===== config.mk =====
export PLATFORM = sky130hd
export DESIGN_NAME = knn_vote
export DESIGN_NICKNAME = d
export VERILOG_FILES = /design/src/rtl/knn_vote.sv
export SDC_FILE = /design/constraint.sdc
export NUM_CORES = 1
export LEC_CHECK = 0
export ABC_AREA = 0
export CAP_MARGIN = 10
export CORE_MARGIN = 2
export CORE_UTILIZATION = 54
export DETAILED_ROUTE_END_ITERATION = 16
export HOLD_SLACK_MARGIN = 0.1
export PLACE_DENSITY = 0.81
export REMOVE_ABC_BUFFERS = 1
export SYNTH_ARGS = -nofsm -noshare
export SYNTH_HDL_FRONTEND = slang
export SYNTH_SLANG_ARGS = --single-unit

===== constraint.sdc =====
create_clock -name clk -period 5.6 [get_ports clk]
set_clock_uncertainty 0.1 [all_clocks]
set_input_delay 1.12 -clock clk [delete_from_list [all_inputs] [get_ports clk]]
set_output_delay 1.12 -clock clk [all_outputs]
set_load 0.005 [all_outputs]

===== src/rtl/knn_vote.sv =====
// knn_vote: snapshots the sorted K-nearest list, streams its valid entries over a
// valid/ready port, then reports the majority label among the streamed entries.
module knn_vote #(
    parameter  int DATA_W      = 32,
    parameter  int NUMBER_VIZI = 10,
    parameter  int LABEL_W     = 4,
    localparam int NCLASS      = 2 ** LABEL_W,
    localparam int CNT_W       = $clog2(NUMBER_VIZI + 1)
) (
    input  logic                           clk,
    input  logic                           rst,
    input  logic                           start,
    input  logic [NUMBER_VIZI*DATA_W-1:0]  list_dist,
    input  logic [NUMBER_VIZI*LABEL_W-1:0] list_label,
    input  logic                           rd_ready,
    output logic                           busy,
    output logic                           rd_valid,
    output logic [DATA_W-1:0]              rd_dist,
    output logic [LABEL_W-1:0]             rd_label,
    output logic                           rd_last,
    output logic                           done,
    output logic [LABEL_W-1:0]             result_label,
    output logic [CNT_W-1:0]               result_votes,
    output logic [CNT_W-1:0]               result_count,
    output logic                           result_empty
);
    localparam int IDX_W = CNT_W;

    typedef enum logic [2:0] {
        S_IDLE = 3'd0,
        S_LOAD = 3'd1,
        S_READ = 3'd2,
        S_VOTE = 3'd3,
        S_DONE = 3'd4
    } state_t;

    typedef logic [NUMBER_VIZI-1:0][DATA_W-1:0]  dist_arr_t;
    typedef logic [NUMBER_VIZI-1:0][LABEL_W-1:0] label_arr_t;
    typedef logic [NCLASS-1:0][CNT_W-1:0]        cnt_arr_t;

    // Loop-based muxes keep the index width independent of the slot count.
    function automatic logic [DATA_W-1:0] pick_dist(input dist_arr_t d, input logic [IDX_W-1:0] i);
        pick_dist = '0;
        for (int j = 0; j < NUMBER_VIZI; j++)
            pick_dist = (i == IDX_W'(j)) ? d[j] : pick_dist;
    endfunction

    function automatic logic [LABEL_W-1:0] pick_label(input label_arr_t l, input logic [IDX_W-1:0] i);
        pick_label = '0;
        for (int j = 0; j < NUMBER_VIZI; j++)
            pick_label = (i == IDX_W'(j)) ? l[j] : pick_label;
    endfunction

    // Last beat: final slot, or the following slot holds the all-ones empty marker.
    function automatic logic is_last(input dist_arr_t d, input logic [IDX_W-1:0] i);
        is_last = (i == IDX_W'(NUMBER_VIZI - 1));
        for (int j = 1; j < NUMBER_VIZI; j++)
            is_last = is_last | ((i == IDX_W'(j - 1)) && (d[j] == '1));
    endfunction

    state_t             state_q, state_d;
    logic [IDX_W-1:0]   idx_q, idx_d;
    dist_arr_t          snap_dist_q, snap_dist_d;
    label_arr_t         snap_label_q, snap_label_d;
    cnt_arr_t           cnt_q, cnt_d;
    logic [CNT_W-1:0]   rcnt_q, rcnt_d;
    logic [LABEL_W-1:0] cls_q, cls_d;
    logic [LABEL_W-1:0] best_label_q, best_label_d;
    logic [CNT_W-1:0]   best_cnt_q, best_cnt_d;
    logic               busy_q, busy_d;
    logic               rd_valid_q, rd_valid_d;
    logic [DATA_W-1:0]  rd_dist_q, rd_dist_d;
    logic [LABEL_W-1:0] rd_label_q, rd_label_d;
    logic               rd_last_q, rd_last_d;
    logic               done_q, done_d;
    logic [LABEL_W-1:0] result_label_q, result_label_d;
    logic [CNT_W-1:0]   result_votes_q, result_votes_d;
    logic [CNT_W-1:0]   result_count_q, result_count_d;
    logic               result_empty_q, result_empty_d;

    logic               xfer_s;
    logic               better_s;
    logic [CNT_W-1:0]   cur_cnt_s;
    logic [LABEL_W-1:0] win_label_s;
    logic [CNT_W-1:0]   win_cnt_s;

    // Next-state, snapshot, vote counting and registered-output computation.
    always_comb begin
        state_d        = state_q;
        idx_d          = idx_q;
        snap_dist_d    = snap_dist_q;
        snap_label_d   = snap_label_q;
        cnt_d          = cnt_q;
        rcnt_d         = rcnt_q;
        cls_d          = cls_q;
        best_label_d   = best_label_q;
        best_cnt_d     = best_cnt_q;
        result_label_d = result_label_q;
        result_votes_d = result_votes_q;
        result_count_d = result_count_q;
        result_empty_d = result_empty_q;

        xfer_s      = rd_valid_q & rd_ready;
        cur_cnt_s   = cnt_q[cls_q];
        better_s    = (cur_cnt_s > best_cnt_q);
        win_label_s = better_s ? cls_q : best_label_q;
        win_cnt_s   = better_s ? cur_cnt_s : best_cnt_q;

        case (state_q)
            S_IDLE: begin
                if (start) begin
                    state_d      = S_LOAD;
                    snap_dist_d  = list_dist;
                    snap_label_d = list_label;
                    cnt_d        = '0;
                    idx_d        = '0;
                    rcnt_d       = '0;
                end else begin
                    state_d = S_IDLE;
                end
            end
            S_LOAD: begin
                cls_d        = '0;
                best_label_d = '0;
                best_cnt_d   = '0;
                state_d      = (snap_dist_q[0] == '1) ? S_VOTE : S_READ;
            end
            S_READ: begin
                if (xfer_s) begin
                    cnt_d[rd_label_q] = cnt_q[rd_label_q] + CNT_W'(1);
                    rcnt_d            = rcnt_q + CNT_W'(1);
                    idx_d             = idx_q + IDX_W'(1);
                    state_d           = rd_last_q ? S_VOTE : S_READ;
                end else begin
                    state_d = S_READ;
                end
            end
            S_VOTE: begin
                // Strictly-greater replacement keeps the lowest label on ties.
                best_label_d = win_label_s;
                best_cnt_d   = win_cnt_s;
                cls_d        = cls_q + LABEL_W'(1);
                if (cls_q == '1) begin
                    state_d        = S_DONE;
                    result_count_d = rcnt_q;
                    result_empty_d = (rcnt_q == '0);
                    result_label_d = (rcnt_q == '0) ? '0 : win_label_s;
                    result_votes_d = (rcnt_q == '0) ? '0 : win_cnt_s;
                end else begin
                    state_d = S_VOTE;
                end
            end
            S_DONE:  state_d = S_IDLE;
            default: state_d = S_IDLE;
        endcase

        busy_d     = (state_d == S_LOAD) || (state_d == S_READ) || (state_d == S_VOTE);
        done_d     = (state_d == S_DONE);
        rd_valid_d = (state_d == S_READ);
        rd_dist_d  = rd_valid_d ? pick_dist(snap_dist_d, idx_d) : '0;
        rd_label_d = rd_valid_d ? pick_label(snap_label_d, idx_d) : '0;
        rd_last_d  = rd_valid_d ? is_last(snap_dist_d, idx_d) : 1'b0;
    end

    // State and datapath registers with synchronous active-low reset.
    always_ff @(posedge clk) begin
        if (!rst) begin
            state_q        <= S_IDLE;
            idx_q          <= '0;
            snap_dist_q    <= '0;
            snap_label_q   <= '0;
            cnt_q          <= '0;
            rcnt_q         <= '0;
            cls_q          <= '0;
            best_label_q   <= '0;
            best_cnt_q     <= '0;
            busy_q         <= 1'b0;
            rd_valid_q     <= 1'b0;
            rd_dist_q      <= '0;
            rd_label_q     <= '0;
            rd_last_q      <= 1'b0;
            done_q         <= 1'b0;
            result_label_q <= '0;
            result_votes_q <= '0;
            result_count_q <= '0;
            result_empty_q <= 1'b0;
        end else begin
            state_q        <= state_d;
            idx_q          <= idx_d;
            snap_dist_q    <= snap_dist_d;
            snap_label_q   <= snap_label_d;
            cnt_q          <= cnt_d;
            rcnt_q         <= rcnt_d;
            cls_q          <= cls_d;
            best_label_q   <= best_label_d;
            best_cnt_q     <= best_cnt_d;
            busy_q         <= busy_d;
            rd_valid_q     <= rd_valid_d;
            rd_dist_q      <= rd_dist_d;
            rd_label_q     <= rd_label_d;
            rd_last_q      <= rd_last_d;
            done_q         <= done_d;
            result_label_q <= result_label_d;
            result_votes_q <= result_votes_d;
            result_count_q <= result_count_d;
            result_empty_q <= result_empty_d;
        end
    end

    assign busy         = busy_q;
    assign rd_valid     = rd_valid_q;
    assign rd_dist      = rd_dist_q;
    assign rd_label     = rd_label_q;
    assign rd_last      = rd_last_q;
    assign done         = done_q;
    assign result_label = result_label_q;
    assign result_votes = result_votes_q;
    assign result_count = result_count_q;
    assign result_empty = result_empty_q;

endmodule

# Word level (Yosys, flattened, before mapping)
# Index checks and enable logic that the tools add are counted.
dict set report word_totals {
  ff_bits 500
  latchBits 0
  mem_bits_rw 0
  mem_bits_ro 0
  in_bits 364
  out_inout_bits 53
  wordCells 172
  mem_count 0
}
dict set report classes {
  add_sub_neg 4
  mul 0
  div_mod_pow 0
  magnitude_cmp 4
  eq_ne 29
  n_shift 0
  muxes 53
  bitwise_logic 10
  n_reduce_logical 20
}
# cell count
set ops {}
lappend ops {{$mux W320} 2}
lappend ops {{$eq A32 B32 Y1 const B} 10}
lappend ops {{$mux W32} 10}
lappend ops {{$mux W64} 2}
lappend ops {{$pmux W64 S2} 1}
lappend ops {{$mux W4} 21}
lappend ops {{$mux W40} 2}
lappend ops {{$bwmux W64} 1}
lappend ops {{$pmux W4 S2} 5}
lappend ops {{$bmux W4 S4} 2}
lappend ops {{$add A4 B1 Y4 const B} 4}
lappend ops {{$demux W4 S4} 1}
lappend ops {{$eq A4 B3 Y1 const B} 4}
lappend ops {{$eq A3 B2 Y1 const B} 4}
lappend ops {{$eq A4 B4 Y1 const B} 3}
lappend ops {{$pmux W3 S4} 1}
lappend ops {{$logic_and A1 B1 Y1} 10}
lappend ops {{$lt A4 B5 Y1 const B} 2}
lappend ops {{$or A1 B1 Y1} 9}
lappend ops {{$eq A4 B2 Y1 const B} 2}
lappend ops {{$logic_not A4 Y1} 2}
lappend ops {{$eq A3 B1 Y1 const B} 2}
lappend ops {{$eq A4 B1 Y1 const B} 1}
lappend ops {{$ge A4 B1 Y1 const B} 1}
lappend ops {{other kinds (11)} 18}

# Logic depth before layout (Yosys ltp)
dict set report logic_depth {
  depth_word 14
  depth_mapped 13
  ltp_nobuf 11
}

# Worst setup path before layout
# OpenSTA, ideal clock, no wires.
dict set report synth_timing {
  path_kind {register to register}
  from {reg cls_q[0]}
  to {reg best_cnt_q[1]}
  setup_time_ns 0.115
  arrival_ns 3.693
  required_time_ns 5.385
  slack_ns 1.692
  path_stages_with_launch 13
  path_buffers 2
  period_less_slack_ns 3.908
  path_cell_list {dfxtp_1 > buf_1 > mux4_2 > mux4_2 > ha_1 > nor2b_1 > o21a_1 > o21a_1 > o21ai_0 > buf_1 > mux2i_1 > o22ai_1 > and2_1}
}
dict set report synth_between {
  elab_chain_len 5
}
# item line
set synth_rtl {}
lappend synth_rtl {{from (decl)} 67} ;# logic [LABEL_W-1:0] cls_q, cls_d;
lappend synth_rtl {{from (signal assigned)} 194} ;# cls_q <= cls_d;
lappend synth_rtl {{$bmux W4 S4 (*)} 104} ;# cur_cnt_s = cnt_q[cls_q];
lappend synth_rtl {{$mux W4 (implied by the code) (*)} 104}
lappend synth_rtl {{$gt A4 B4 Y1} 105} ;# better_s = (cur_cnt_s > best_cnt_q);
lappend synth_rtl {{$mux W4 (*)} 107} ;# win_cnt_s = better_s ? cur_cnt_s : best_cnt_q;
lappend synth_rtl {{$pmux W4 S2 (*)} 109} ;# case (state_q)
lappend synth_rtl {{to (signal assigned)} 196} ;# best_cnt_q <= best_cnt_d;
lappend synth_rtl {{to (decl)} 69} ;# logic [CNT_W-1:0] best_cnt_q, best_cnt_d;
# Every way passes the cells marked *; elsewhere a longest branch is shown, timed or not. The select of a mux whose other input is x is not followed.
# A chain may end at the register's enable or synchronous reset.

# Worst setup path in the final report
dict set report layout_timing {
  from {in rd_ready}
  to {reg rd_dist_q[25], in the netlist rd_dist[25]}
}
dict set report layout_between {
  elab_chain_len 14
  word_cells_on_any_way 27
  classes_between {eq/ne (10); mux (14); bitwise (1); reduce/logical (2)}
}
# item line
set layout_rtl {}
lappend layout_rtl {{from (decl)} 15} ;# input logic rd_ready,
lappend layout_rtl {{$and A1 B1 Y1 (*)} 103} ;# xfer_s = rd_valid_q & rd_ready;
lappend layout_rtl {{$mux W4} 129} ;# if (xfer_s) begin
lappend layout_rtl {{$pmux W4 S2} 109}
lappend layout_rtl {{$logic_not A4 Y1} 45} ;# pick_dist = (i == IDX_W'(j)) ? d[j] : pick_dist;
lappend layout_rtl {{$mux W32 (10 in series)} 45}
lappend layout_rtl {{to (signal assigned)} 199} ;# rd_dist_q <= rd_dist_d;
lappend layout_rtl {{to (decl)} 72} ;# logic [DATA_W-1:0] rd_dist_q, rd_dist_d;
# Every way passes the cells marked *; elsewhere a longest branch is shown, timed or not.

==> reports/summary.log <==
[global_routing] first-pass GRT wire length 142000 um
[setup_path] nature of the critical path endpoint register
[sta] measured slew at the worst slew-check pin 1.29 ns
[floorplanning] Cell Rows 77
[floorplanning] width of the die 214 um
[finish] area of all placed cells without fillers 30200 um^2
[floorplanning] starting utilization of the core area 0.544
[setup_path] startpoint class of the critical path input pin
[clock_tree] clock buffers created by TritonCTS 54
[yosys] Post-synth EDFFs 0
[placed_design] Port Buffers 416
[yosys] number of warning messages in the yosys log 0
[min_path] terminating pin of the worst hold path result_votes[2]
[sta] unrepaired setup endpoints after global routing no
[routing] routed length per instance 27.6 um
[finish] fraction of final layout cells with drive strength greater than 1 0.0690
[finish] area occupied by multi-input gates 13100 um^2
[yosys] top cells by area in the synthesized netlist dfxtp_1 (42%), mux2i_1 (15%), nor2b_1 (8.7%)
[power_and_ir_drop] proportion of total power due to net switching 0.273
[finish] area occupied by registers 10000 um^2
[sta] post-layout min period 4.57 ns
[sta] ratio of final minimum period to clock period 0.816
[setup_path] reg-to-reg slack, setup 1.17 ns
[global_routing] pin count of the biggest net entering global routing 139
[yosys] most common flop cell mapped by yosys dfxtp_1
[floorplanning] number of top-level pins 417
[placed_design] post-placement cell count 3418
[clock_tree] CTS Hold Bufs 0
[power_and_ir_drop] standby leakage power 10.8 nW
[routing] number of design-rule violations left by the first detailed-router iteration 2869
[global_routing] GRT Overall Usage 0.407
[setup_path] r2r worst-path depth 10
[clock_tree] root buffer selected by CTS clkbuf_16
[yosys] Distinct cells, synth 73
[clock_tree] H-tree depth 2
[setup_path] biggest fanout along the worst timing path 16
[sta] summed negative setup slack over all endpoints 0 ns
[clock_tree] Clock Tree Buf Depth 3
[routing] detailed-route via count 22700
[finish] area added between synthesis and finish 26.5%
[setup_path] worst flop-to-flop path endpoint rd_dist[25]
[min_path] worst hold path stage count 2
[floorplanning] vertical die dimension 214 um
[power_and_ir_drop] proportion of power drawn by the clock network 0.402
[run_status] outcome complete, no violations
[finish] post-layout util 0.689
[sta] headroom to the max-slew limit 0.132
[yosys] cell count after synthesis 2537
[floorplanning] total core area 43900 um^2
[yosys] count leader, synth dfxtp_1
[yosys] share of the synthesized area in the top cell type 0.418
[global_routing] number of global-route vias before repair 22300
[power_and_ir_drop] register share of total power 0.443
[global_routing] antenna violations before repair 6
[routing] number of routed nets with antenna violations 0
[placed_design] final HPWL from detailed placement 73600 um
[sta] number of setup violations in the final report 0
[sta] Max Freq 219 MHz
[yosys] post-synthesis instance area 23900 um^2
[min_path] critical hold path startpoint result_votes[2]
[routing] first-pass detailed-route iteration total 5
[sta] final count of pins violating max slew 0
[clock_tree] CTS-repair resized insts 0
[finish] # nets final 3255
[run] maximum capacitance violations 0
[floorplanning] Die Outline Area 46000 um^2
[clock_tree] Num Clock Sinks 500
[yosys] Avg Cell Area, Syn 9.43 um^2
[power_and_ir_drop] peak supply drop 224 uV
[yosys] sequential element share of the synthesized area 0.418
[routing] vias per std cell 6.43
[power_and_ir_drop] total power per unit cell area 290 nW/um^2
[setup_path] crit path DAT 4.88 ns
[sta] final hold viol count 0
[yosys] fraction of synthesis flops using an asynchronous set or reset pin 0
[sta] final hold slack 0.359 ns
[yosys] cell taking the most area after synthesis dfxtp_1
[yosys] synth cell count leaders dfxtp_1 (500), mux2i_1 (349), nor2b_1 (331)
[clock_tree] post-CTS repair timing setup buffer count 0
[clock_tree] Clk Latency, worst-skew pair 0.62 ns
[finish] fill cell count 3446
[finish] post-route insts no fill 3524
[setup_path] startpoint of the most critical setup path rd_ready
[clock_tree] Reg clk slew, reported paths 0.06 ns
[min_path] type of the tightest min-delay check register to register
[yosys] flip-flop and latch count after synthesis 500
[power_and_ir_drop] part of the total power dissipated in combinational logic 0.155
[routing] Routed Wire Length 97100 um
[setup_path] worst path required time 5.91 ns
[placed_design] RD Place Congestion 1.00
[global_routing] overflow left after global routing 0
[power_and_ir_drop] switching power 2.39 mW
[placed_design] area after detailed placement 28500 um^2
[setup_path] type of the worst setup path input pin to register
[power_and_ir_drop] internal power component 6.36 mW
[routing] DRC errors left 0
[setup_path] source of the worst register-to-register timing path state_q[1]
[clock_tree] clock tree from TritonCTS done
power groups by stage:
stage	clock (mW)	sequential [mW]	combinational [mW]
floorplan	0	3.89	1.42
global placement	0	3.94	1.30
detailed placement	0	3.94	1.31
CTS	3.53	3.87	1.32
global route	3.67	3.89	1.41
finish	3.52	3.88	1.36
kinds of logic (layout without fill, tap and decap cells):
family / count (synthesis) / after routing / synth area share
adder cells (fa/ha/maj): 9 / 9 / 0.00471
buffers and inverters: 195 / 585 / 0.0358
other: 0 / 5 / 0
XOR/XNOR: 6 / 6 / 0.00220
flip-flops: 500 / 500 / 0.418
multiplexers: 389 / 389 / 0.184
AO/OA/AOI/OAI: 494 / 494 / 0.134
AND/OR/NAND/NOR: 944 / 944 / 0.221
per-stage QoR:
step | setup slack, ns | power, mW
detailed placement | 0.654 | 5.26
global placement | 0.684 | 5.24
CTS | 1.26 | 8.72
floorplan | -53.85 | 5.30
global route | 0.946 | 8.97
finish | 1.03 | 8.76
cell usage in the layout, fill, tap and decap left out, types with 70 or more instances in the layout:
cell type / synthesis / layout
nand2_1: 148 / 148
o21ai_0: 124 / 123
nand4_1: 139 / 139
clkdlybuf4s50_1: 0 / 415
nor2b_1: 331 / 331
mux2i_1: 349 / 349
nand3_1: 100 / 100
nor2_1: 71 / 70
o22ai_1: 76 / 76
dfxtp_1: 500 / 500
a21oi_1: 75 / 73
worst max-delay path, stage by stage:
cell             delay [ns]
clkdlybuf4s50_1        0.53
a21boi_0               0.17
o41ai_2                0.59
a21oi_1                0.48
nand2_2                0.44
buf_4                  0.35
o22ai_1                0.15
nor4_1                 0.70
o22ai_1                0.32
cell type report:
cell class	count	share of cell area
Clock buffer	79	0.0508
Antenna cell	5	0.000414
Inverter	10	0.00124
Sequential cell	500	0.331
Timing Repair Buffer	474	0.153
Clock inverter	22	0.00616
Multi-Input combinational cell	1842	0.433
Tap cell	592	0.0245
per-layer routing:
metal | wire length (um) | up-vias | global-route usage
li1 | - | 10000 | -
met1 | 37500 | 10900 | 0.521
met2 | 44400 | 1455 | 0.656
met3 | 9240 | 269 | 0.0689
met4 | 6010 | 2 | 0.223
met5 | 13 | - | 0
worst max path at each step:
stage,to,slack (ns),cells after the start
2_1_floorplan,rd_last,-53.85,5
3_3_place_gp,rd_dist[19],0.68,9
3_5_place_dp,rd_dist[24],0.65,9
4_1_cts,rd_last,1.26,10
5_1_grt,rd_last,0.95,10
6_report,rd_dist[25],1.03,9
sequential cells by signal, summed over array words and instances, names as in the netlist, 32 cells and up:
name,cells
cnt_q,64
snap_label_q,40
rd_dist,32
snap_dist_q,320
Power figures use the tool's default switching activity.
